## src/rtl/rob_if.sv

```systemverilog
`default_nettype none
// +----------------------------------------------------------------------+
// | rob_if : dispatch, FU completion and retire signals of the ROB        |
// | Revision: 1.0                                                         |
// +----------------------------------------------------------------------+
interface rob_if #(
  parameter int DEPTH  = 16,
  parameter int IDX_W  = 4,
  parameter int PREG_W = 6
);
  localparam int CNT_W = $clog2(DEPTH) + 1;

  logic              flush;
  logic              alloc_valid_1, alloc_valid_2;
  logic [PREG_W-1:0] alloc_preg_1, alloc_preg_2;
  logic [PREG_W-1:0] alloc_old_preg_1, alloc_old_preg_2;
  logic              alloc_store_1, alloc_store_2;
  logic              alloc_ready;
  logic [IDX_W-1:0]  alloc_idx_1, alloc_idx_2;
  logic              comp_valid_1, comp_valid_2, comp_valid_3;
  logic [IDX_W-1:0]  comp_idx_1, comp_idx_2, comp_idx_3;
  logic              comp_err;
  logic              rt_flag_1, rt_flag_2;
  logic [PREG_W-1:0] rt_preg_1, rt_preg_2, rt_old_preg_1, rt_old_preg_2;
  logic              rt_store_1, rt_store_2;
  logic [CNT_W-1:0]  count;
  logic              empty, full;
  logic [31:0]       retired_count;

  modport master (
    output flush, alloc_valid_1, alloc_valid_2, alloc_preg_1, alloc_preg_2,
           alloc_old_preg_1, alloc_old_preg_2, alloc_store_1, alloc_store_2,
           comp_valid_1, comp_valid_2, comp_valid_3, comp_idx_1, comp_idx_2, comp_idx_3,
    input  alloc_ready, alloc_idx_1, alloc_idx_2, comp_err, rt_flag_1, rt_flag_2,
           rt_preg_1, rt_preg_2, rt_old_preg_1, rt_old_preg_2, rt_store_1, rt_store_2,
           count, empty, full, retired_count
  );

  modport slave (
    input  flush, alloc_valid_1, alloc_valid_2, alloc_preg_1, alloc_preg_2,
           alloc_old_preg_1, alloc_old_preg_2, alloc_store_1, alloc_store_2,
           comp_valid_1, comp_valid_2, comp_valid_3, comp_idx_1, comp_idx_2, comp_idx_3,
    output alloc_ready, alloc_idx_1, alloc_idx_2, comp_err, rt_flag_1, rt_flag_2,
           rt_preg_1, rt_preg_2, rt_old_preg_1, rt_old_preg_2, rt_store_1, rt_store_2,
           count, empty, full, retired_count
  );
endinterface
`default_nettype wire

```

## src/rtl/rob_ctrl.sv

```systemverilog
`default_nettype none
// +----------------------------------------------------------------------+
// | rob_ctrl : circular reorder buffer, 2-wide alloc, 3 completions,      |
// |            2-wide in-order retire                                     |
// | Revision: 1.0                                                         |
// +----------------------------------------------------------------------+
module rob_ctrl #(
  parameter int DEPTH  = 16,
  parameter int IDX_W  = 4,
  parameter int PREG_W = 6
) (
  input  logic clk,
  input  logic rst_n,
  rob_if.slave bus
);
  localparam int CNT_W = IDX_W + 1;

  logic [DEPTH-1:0]  r_v, r_comp, r_store;
  logic [PREG_W-1:0] r_preg     [DEPTH];
  logic [PREG_W-1:0] r_old_preg [DEPTH];
  logic [IDX_W-1:0]  r_head, r_tail;
  logic [CNT_W-1:0]  r_count;

  logic [IDX_W-1:0]  w_head_1, w_tail_1;
  logic              w_ready, w_alloc_1, w_alloc_2, w_rt_1, w_rt_2, w_err;
  logic [CNT_W-1:0]  w_n_alloc, w_n_ret;
  logic [2:0]        w_cv;
  logic [IDX_W-1:0]  w_ci [3];

  assign w_head_1  = r_head + 1'b1;
  assign w_tail_1  = r_tail + 1'b1;
  assign w_ready   = (r_count <= CNT_W'(DEPTH - 2));
  assign w_alloc_1 = w_ready & bus.alloc_valid_1;
  assign w_alloc_2 = w_alloc_1 & bus.alloc_valid_2;
  // Retire looks only at registered state, so a same-cycle completion waits a cycle
  assign w_rt_1    = r_v[r_head] & r_comp[r_head];
  assign w_rt_2    = w_rt_1 & r_v[w_head_1] & r_comp[w_head_1];
  assign w_n_alloc = CNT_W'(w_alloc_1) + CNT_W'(w_alloc_2);
  assign w_n_ret   = CNT_W'(w_rt_1) + CNT_W'(w_rt_2);

  assign w_cv    = {bus.comp_valid_3, bus.comp_valid_2, bus.comp_valid_1};
  assign w_ci[0] = bus.comp_idx_1;
  assign w_ci[1] = bus.comp_idx_2;
  assign w_ci[2] = bus.comp_idx_3;

  always_comb begin
    w_err = 1'b0;
    for (int k = 0; k < 3; k++)
      if (w_cv[k] && !r_v[w_ci[k]]) w_err = 1'b1;
  end

  assign bus.alloc_ready = w_ready;
  assign bus.alloc_idx_1 = r_tail;
  assign bus.alloc_idx_2 = w_tail_1;
  assign bus.count       = r_count;
  assign bus.empty       = (r_count == '0);
  assign bus.full        = (r_count == CNT_W'(DEPTH));

  always_ff @(posedge clk or negedge rst_n) begin
    if (!rst_n) begin
      r_v   <= '0;
      r_comp <= '0;
      r_store <= '0;
      for (int i = 0; i < DEPTH; i++) begin
        r_preg[i]     <= '0;
        r_old_preg[i] <= '0;
      end
      r_head <= '0;
      r_tail <= '0;
      r_count <= '0;
      bus.retired_count <= '0;
      bus.comp_err  <= 1'b0;
      bus.rt_flag_1 <= 1'b0;
      bus.rt_flag_2 <= 1'b0;
      bus.rt_preg_1 <= '0;
      bus.rt_preg_2 <= '0;
      bus.rt_old_preg_1 <= '0;
      bus.rt_old_preg_2 <= '0;
      bus.rt_store_1 <= 1'b0;
      bus.rt_store_2 <= 1'b0;
    end else if (bus.flush) begin
      r_v     <= '0;
      r_comp  <= '0;
      r_head  <= '0;
      r_tail  <= '0;
      r_count <= '0;
      bus.comp_err  <= 1'b0;
      bus.rt_flag_1 <= 1'b0;
      bus.rt_flag_2 <= 1'b0;
    end else begin
      for (int k = 0; k < 3; k++)
        if (w_cv[k] && r_v[w_ci[k]]) r_comp[w_ci[k]] <= 1'b1;
      // Retired and allocated entries never overlap, so ordering here is safe
      if (w_rt_1) begin
        r_v[r_head]    <= 1'b0;
        r_comp[r_head] <= 1'b0;
      end
      if (w_rt_2) begin
        r_v[w_head_1]    <= 1'b0;
        r_comp[w_head_1] <= 1'b0;
      end
      if (w_alloc_1) begin
        r_v[r_tail]        <= 1'b1;
        r_comp[r_tail]     <= 1'b0;
        r_store[r_tail]    <= bus.alloc_store_1;
        r_preg[r_tail]     <= bus.alloc_preg_1;
        r_old_preg[r_tail] <= bus.alloc_old_preg_1;
      end
      if (w_alloc_2) begin
        r_v[w_tail_1]        <= 1'b1;
        r_comp[w_tail_1]     <= 1'b0;
        r_store[w_tail_1]    <= bus.alloc_store_2;
        r_preg[w_tail_1]     <= bus.alloc_preg_2;
        r_old_preg[w_tail_1] <= bus.alloc_old_preg_2;
      end
      r_head  <= r_head + w_n_ret[IDX_W-1:0];
      r_tail  <= r_tail + w_n_alloc[IDX_W-1:0];
      r_count <= r_count + w_n_alloc - w_n_ret;
      bus.retired_count <= bus.retired_count + 32'(w_n_ret);
      bus.comp_err  <= w_err;
      bus.rt_flag_1 <= w_rt_1;
      bus.rt_flag_2 <= w_rt_2;
      if (w_rt_1) begin
        bus.rt_preg_1     <= r_preg[r_head];
        bus.rt_old_preg_1 <= r_old_preg[r_head];
        bus.rt_store_1    <= r_store[r_head];
      end
      if (w_rt_2) begin
        bus.rt_preg_2     <= r_preg[w_head_1];
        bus.rt_old_preg_2 <= r_old_preg[w_head_1];
        bus.rt_store_2    <= r_store[w_head_1];
      end
    end
  end
endmodule
`default_nettype wire
```

## src/flat_wrapper.sv

```systemverilog
// flat-port wrapper written by rule: the top's interface ports become plain ports
module rob_ctrl_flat 
#(
  parameter int DEPTH  = 16,
  parameter int IDX_W  = 4,
  parameter int PREG_W = 6
)
  (clk, rst_n, bus_flush, bus_alloc_valid_1, bus_alloc_valid_2, bus_alloc_preg_1, bus_alloc_preg_2, bus_alloc_old_preg_1, bus_alloc_old_preg_2, bus_alloc_store_1, bus_alloc_store_2, bus_comp_valid_1, bus_comp_valid_2, bus_comp_valid_3, bus_comp_idx_1, bus_comp_idx_2, bus_comp_idx_3, bus_alloc_ready, bus_alloc_idx_1, bus_alloc_idx_2, bus_comp_err, bus_rt_flag_1, bus_rt_flag_2, bus_rt_preg_1, bus_rt_preg_2, bus_rt_old_preg_1, bus_rt_old_preg_2, bus_rt_store_1, bus_rt_store_2, bus_count, bus_empty, bus_full, bus_retired_count);
  rob_if #(.DEPTH(DEPTH), .IDX_W(IDX_W), .PREG_W(PREG_W)) bus_i ();
  input  logic clk;
  input  logic rst_n;
  input wire logic [$bits(bus_i.flush)-1:0] bus_flush;
  input wire logic [$bits(bus_i.alloc_valid_1)-1:0] bus_alloc_valid_1;
  input wire logic [$bits(bus_i.alloc_valid_2)-1:0] bus_alloc_valid_2;
  input wire logic [$bits(bus_i.alloc_preg_1)-1:0] bus_alloc_preg_1;
  input wire logic [$bits(bus_i.alloc_preg_2)-1:0] bus_alloc_preg_2;
  input wire logic [$bits(bus_i.alloc_old_preg_1)-1:0] bus_alloc_old_preg_1;
  input wire logic [$bits(bus_i.alloc_old_preg_2)-1:0] bus_alloc_old_preg_2;
  input wire logic [$bits(bus_i.alloc_store_1)-1:0] bus_alloc_store_1;
  input wire logic [$bits(bus_i.alloc_store_2)-1:0] bus_alloc_store_2;
  input wire logic [$bits(bus_i.comp_valid_1)-1:0] bus_comp_valid_1;
  input wire logic [$bits(bus_i.comp_valid_2)-1:0] bus_comp_valid_2;
  input wire logic [$bits(bus_i.comp_valid_3)-1:0] bus_comp_valid_3;
  input wire logic [$bits(bus_i.comp_idx_1)-1:0] bus_comp_idx_1;
  input wire logic [$bits(bus_i.comp_idx_2)-1:0] bus_comp_idx_2;
  input wire logic [$bits(bus_i.comp_idx_3)-1:0] bus_comp_idx_3;
  output wire logic [$bits(bus_i.alloc_ready)-1:0] bus_alloc_ready;
  output wire logic [$bits(bus_i.alloc_idx_1)-1:0] bus_alloc_idx_1;
  output wire logic [$bits(bus_i.alloc_idx_2)-1:0] bus_alloc_idx_2;
  output wire logic [$bits(bus_i.comp_err)-1:0] bus_comp_err;
  output wire logic [$bits(bus_i.rt_flag_1)-1:0] bus_rt_flag_1;
  output wire logic [$bits(bus_i.rt_flag_2)-1:0] bus_rt_flag_2;
  output wire logic [$bits(bus_i.rt_preg_1)-1:0] bus_rt_preg_1;
  output wire logic [$bits(bus_i.rt_preg_2)-1:0] bus_rt_preg_2;
  output wire logic [$bits(bus_i.rt_old_preg_1)-1:0] bus_rt_old_preg_1;
  output wire logic [$bits(bus_i.rt_old_preg_2)-1:0] bus_rt_old_preg_2;
  output wire logic [$bits(bus_i.rt_store_1)-1:0] bus_rt_store_1;
  output wire logic [$bits(bus_i.rt_store_2)-1:0] bus_rt_store_2;
  output wire logic [$bits(bus_i.count)-1:0] bus_count;
  output wire logic [$bits(bus_i.empty)-1:0] bus_empty;
  output wire logic [$bits(bus_i.full)-1:0] bus_full;
  output wire logic [$bits(bus_i.retired_count)-1:0] bus_retired_count;
  assign bus_i.flush = bus_flush;
  assign bus_i.alloc_valid_1 = bus_alloc_valid_1;
  assign bus_i.alloc_valid_2 = bus_alloc_valid_2;
  assign bus_i.alloc_preg_1 = bus_alloc_preg_1;
  assign bus_i.alloc_preg_2 = bus_alloc_preg_2;
  assign bus_i.alloc_old_preg_1 = bus_alloc_old_preg_1;
  assign bus_i.alloc_old_preg_2 = bus_alloc_old_preg_2;
  assign bus_i.alloc_store_1 = bus_alloc_store_1;
  assign bus_i.alloc_store_2 = bus_alloc_store_2;
  assign bus_i.comp_valid_1 = bus_comp_valid_1;
  assign bus_i.comp_valid_2 = bus_comp_valid_2;
  assign bus_i.comp_valid_3 = bus_comp_valid_3;
  assign bus_i.comp_idx_1 = bus_comp_idx_1;
  assign bus_i.comp_idx_2 = bus_comp_idx_2;
  assign bus_i.comp_idx_3 = bus_comp_idx_3;
  assign bus_alloc_ready = bus_i.alloc_ready;
  assign bus_alloc_idx_1 = bus_i.alloc_idx_1;
  assign bus_alloc_idx_2 = bus_i.alloc_idx_2;
  assign bus_comp_err = bus_i.comp_err;
  assign bus_rt_flag_1 = bus_i.rt_flag_1;
  assign bus_rt_flag_2 = bus_i.rt_flag_2;
  assign bus_rt_preg_1 = bus_i.rt_preg_1;
  assign bus_rt_preg_2 = bus_i.rt_preg_2;
  assign bus_rt_old_preg_1 = bus_i.rt_old_preg_1;
  assign bus_rt_old_preg_2 = bus_i.rt_old_preg_2;
  assign bus_rt_store_1 = bus_i.rt_store_1;
  assign bus_rt_store_2 = bus_i.rt_store_2;
  assign bus_count = bus_i.count;
  assign bus_empty = bus_i.empty;
  assign bus_full = bus_i.full;
  assign bus_retired_count = bus_i.retired_count;
  rob_ctrl #(.DEPTH(DEPTH), .IDX_W(IDX_W), .PREG_W(PREG_W)) u_core (.clk(clk), .rst_n(rst_n), .bus(bus_i));
endmodule
```

## config.mk

```make
export PLATFORM = sky130hd
export DESIGN_NAME = rob_ctrl_flat
export DESIGN_NICKNAME = d
export VERILOG_FILES = /design/src/rtl/rob_if.sv /design/src/rtl/rob_ctrl.sv /design/src/flat_wrapper.sv
export SDC_FILE = /design/constraint.sdc
export NUM_CORES = 1
export LEC_CHECK = 0
export CAP_MARGIN = 20
export CORE_MARGIN = 2
export CORE_UTILIZATION = 65
export CTS_BUF_LIST = sky130_fd_sc_hd__clkbuf_8
export CTS_CLUSTER_SIZE = 24
export DETAILED_ROUTE_END_ITERATION = 8
export PLACE_DENSITY = 0.86
export SLEW_MARGIN = 20
export SYNTH_ARGS = -nofsm -noshare
export SYNTH_HDL_FRONTEND = slang
export SYNTH_SLANG_ARGS = --single-unit
```

## constraint.sdc

```tcl
create_clock -name clk -period 10.68 [get_ports clk]
set_clock_uncertainty 0.15 [all_clocks]
set_input_delay 1.068 -clock clk [delete_from_list [all_inputs] [get_ports clk]]
set_output_delay 1.068 -clock clk [all_outputs]
set_load 0.01 [all_outputs]
```

==> metrics.md <==
| Metric | Value |
|---|---|
| Outcome | `finished clean` |
| Reg2Reg Depth | `14` |
| Antenna violations before repair | `4` |
| Min Clock Period, post-route | `4.87 ns` |
| CTS tree | `done` |
| Post-cts resize count | `0` |
| Worst hold endpoint | `u_core.bus.retired_count[31]$_DFFE_PN0N_` |
| Most frequent cells in the layout | `312 x o22a_1, 312 x dfrtp_1, 153 x mux4_2, 120 x clkdlybuf4s50_1, 114 x nor2_1` |
| Reg area | `~7900 µm²` |
| Hold_sp | `u_core.bus.retired_count[31]$_DFFE_PN0N_` |
| Initial Util | `between 60% and 70%` |
| Post-layout util | `around three quarters` |
| Mux cell area share after synthesis | `19.8%` |
| Fillers | `roughly 1,900` |
| Maximum fanout along the worst path | `21` |
| DRC | `0` |
| 1st-iter DRT viols | `2,757` |
| GPL Wtd Cong | `between 0.9 and 1` |
| Final setup viols | `0` |
| CORE AREA | `between 20,000 and 30,000 µm²` |
| Hold_buf cts | `0` |
| Measured slew at the worst slew-check pin | `~1.3 ns` |
| TritonRoute pass-1 iters | `8` |
| Number of buffers added on ports | `122` |
| First-pass GRT wire length | `between 90,000 and 100,000 µm` |
| Crit path launch | `u_core.r_head[0]$_DFF_PN0_` |
| Sequential share of the synthesized area | `41.5%` |
| Largest net degree at the start of global routing | `between 100 and 150` |
| Synth Area in XOR/XNOR | `between 1.5 and 2%` |
| Mapped Area | `around 19,000 µm²` |
| Max cap viols | `0` |
| Mapped Cells | `between 1,500 and 2,000` |
| Post-Route WL | `around 66,000 µm` |
| Synth Area in Compound Gates | `around a fifth` |
| Setup TNS | `0 ns` |
| Worst min-delay path class | `flip-flop to flip-flop` |
| Count of cell types in the netlist | `slightly below 70` |
| Crit Path Class | `flip-flop to flip-flop` |
| Maximum root-to-sink buffer count | `3` |
| Synth Area in Adders | `under 10%` |
| Final worst-path cycle share | `about 46%` |
| Worst hold margin | `approximately 0.33 ns` |
| Fmax | `between 200 and 250 MHz` |
| Row count | `62` |
| CTS buffer count | `52` |
| EDFF count, synth | `0` |
| Syn. warnings | `0` |
| CP max stage cell | `dfrtp_4` |
| Area of the multi-input gates | `approximately 10,000 µm²` |
| Wirelength per Cell | `between 30 and 40 µm` |
| Crit Reg-Reg Startpoint | `u_core.r_head[0]$_DFF_PN0_` |
| Clock-pin slew on the worst setup and hold paths | `0.07 ns` |
| Pwr dens | `between 150 and 200 nW/µm²` |
| RSZ-0062 raised after global routing | `no` |
| Hold depth | `1` |
| Clk_lat worst skew | `around 0.59 ns` |
| Share of layout cells above drive strength 1 | `roughly a fifth` |
| Total power draw | `approximately 0.0035 W` |
| Vias in the first global route | `approximately 16,000` |
| Syn avg cell area | `11.7 µm²` |
| Critical path launch point type | `flip-flop` |
| Total gr overflow | `0` |
| Relative slew slack | `between 10% and 20%` |
| Largest family of logic cells by synthesized area | `compound AO/OA/AOI/OAI gates` |
| Crit-path max cell delay | `approximately 0.64 ns` |
| Clock Sinks | `roughly 310` |
| Crit Reg-Reg Endpoint | `u_core.bus.retired_count[30]$_DFFE_PN0N_` |
| Post-Place Cell Area | `a little over 20,000 µm²` |
| Vias per cell | `around 8.0` |
| Tot GR Track Use | `a little over two fifths` |
| Setup bufs post-CTS | `0` |
| Simple-gate share of the synthesized area | `7.94%` |
| Syn Nets | `1,695` |
| Async set-reset flop share out of synthesis | `between 90% and 100%` |
| Area leader, netlist | `dfrtp_1` |
| R2r setup slk | `between 5 and 6 ns` |
| DR vias | `roughly 17,000` |
| Synthesized flop and latch total | `314` |
| Final Hold Vio Count | `0` |
| Layout area overhead | `13.0%` |
| Post-DRT Antenna Nets | `0` |
| Leak Pwr | `around 8.4 nW` |
| VDD IR max | `0.000127 V` |
| Root buf cell | `clkbuf_8` |
| Die X | `between 150 and 200 µm` |
| Die Y-Extent | `between 150 and 200 µm` |
| Nets | `1,734` |
| Most area-consuming cells after synthesis | `dfrtp_1 41%, mux4_2 18%, o22a_1 14%` |
| CTS H-tree depth | `2` |
| Die area | `between 30,000 and 40,000 µm²` |
| Ports | `123` |
| Primary FF master, synth | `dfrtp_1` |
| Req. time, crit path | `11.04 ns` |
| Fin area | `around 21,000 µm²` |
| CP arrival | `approximately 5.2 ns` |
| Final HPWL DP | `between 40,000 and 50,000 µm` |
| Critical Path End Type | `flip-flop` |
| Final Max Tran Viols | `0` |
| Post-synth top area share | `roughly two fifths` |
| Worst-path cell chain | `ha_1 > xnor2_2 > mux4_2 > o32ai_4 > a21oi_2 > nor2_1 > ha_1 > inv_1 > fa_1 > nor3_1 > and3_1 > nand2_1 > nor2_1 > xor2_1` |
[metrics by stage]
step                cells  setup WS [ns]
global placement     1982           5.35
floorplan            1615           6.35
CTS                  2077           5.21
finish               2080           5.81
detailed placement   1982           5.23
global route         2080           5.45
[flip-flops by register name, summed over array words and instances (netlist names), 16 cells and up]
register,cells
u_core.r_old_preg,96
u_core.r_preg,96
u_core.r_comp,16
u_core.bus.retired_count,32
u_core.r_v,16
u_core.r_store,16
[worst max-delay path, delay by kind of cell (launching register included)]
family / cells / cell delay (ns)
fa+ha+maj: 3 / 1.20
mux: 1 / 0.57
compound gates: 2 / 0.42
buf+inv: 1 / 0.11
flops: 1 / 0.64
simple gates: 5 / 1.27
xor+xnor: 2 / 0.42
[kinds of logic (layout without fill, tap and decap cells)]
| family | Yosys count | after routing |
|---|---|---|
| AO/OA/AOI/OAI | 509 | 509 |
| XOR/XNOR | 43 | 43 |
| adder cells (fa/ha/maj) | 34 | 34 |
| buffers and inverters | 233 | 313 |
| flip-flops | 314 | 314 |
| multiplexers | 181 | 181 |
| other | 0 | 1 |
| AND/OR/NAND/NOR | 301 | 301 |
[worst max-delay path by stage]
stage	to	slack (ns)	cells after the start
3_5_place_dp	u_core.bus.retired_count[30]$_DFFE_PN0N_	5.23	14
2_1_floorplan	u_core.bus.retired_count[30]$_DFFE_PN0N_	6.35	16
6_report	u_core.bus.retired_count[30]$_DFFE_PN0N_	5.81	14
3_3_place_gp	u_core.bus.retired_count[30]$_DFFE_PN0N_	5.35	14
5_1_grt	u_core.bus.retired_count[30]$_DFFE_PN0N_	5.45	14
4_1_cts	u_core.bus.retired_count[30]$_DFFE_PN0N_	5.21	14
[where the power goes]
group          switching (W)  internal, W
Clock               0.000505     0.000594
Sequential          0.000170      0.00137
Combinational       0.000379     0.000435
[area by class of cell]
type	count	share of cell area (%)
Multi-Input combinational cell	1068	47.7
Clock inverter	27	0.695
Sequential cell	314	36.7
Antenna cell	1	0.0117
Clock buffer	68	4.37
Timing Repair Buffer	163	7.32
Inverter	55	0.976
Tap cell	384	2.24
[Yosys cell counts (all sizes together), types with 2 or more instances]
cell,number
a22oi,3
mux4,153
dfrtp,314
and3,12
o311ai,4
nand4,16
nand4b,5
ha,29
inv,55
or3b,3
xnor2,32
nand3,32
o31ai,14
and4,6
nand2,46
o21bai,7
nor3b,3
o221ai,5
nor3,16
mux2,27
nor2,119
fa,5
a21oi,55
and2,4
or3,5
a21boi,6
clkbuf,106
o22a,312
a31oi,3
o21ai,8
o32ai,4
o211ai,12
xor2,11
nand2b,11
o22ai,63
a31o,3
buf,72
nor2b,12
nand3b,5
and3b,2
[metal layers]
metal / wire length [µm] / GRT usage (%)
met5: 26 / 1.60
met4: 5310 / 27.3
met3: 10400 / 16.6
met2: 28800 / 62.9
met1: 21500 / 54.7
Power figures use the tool's default switching activity.
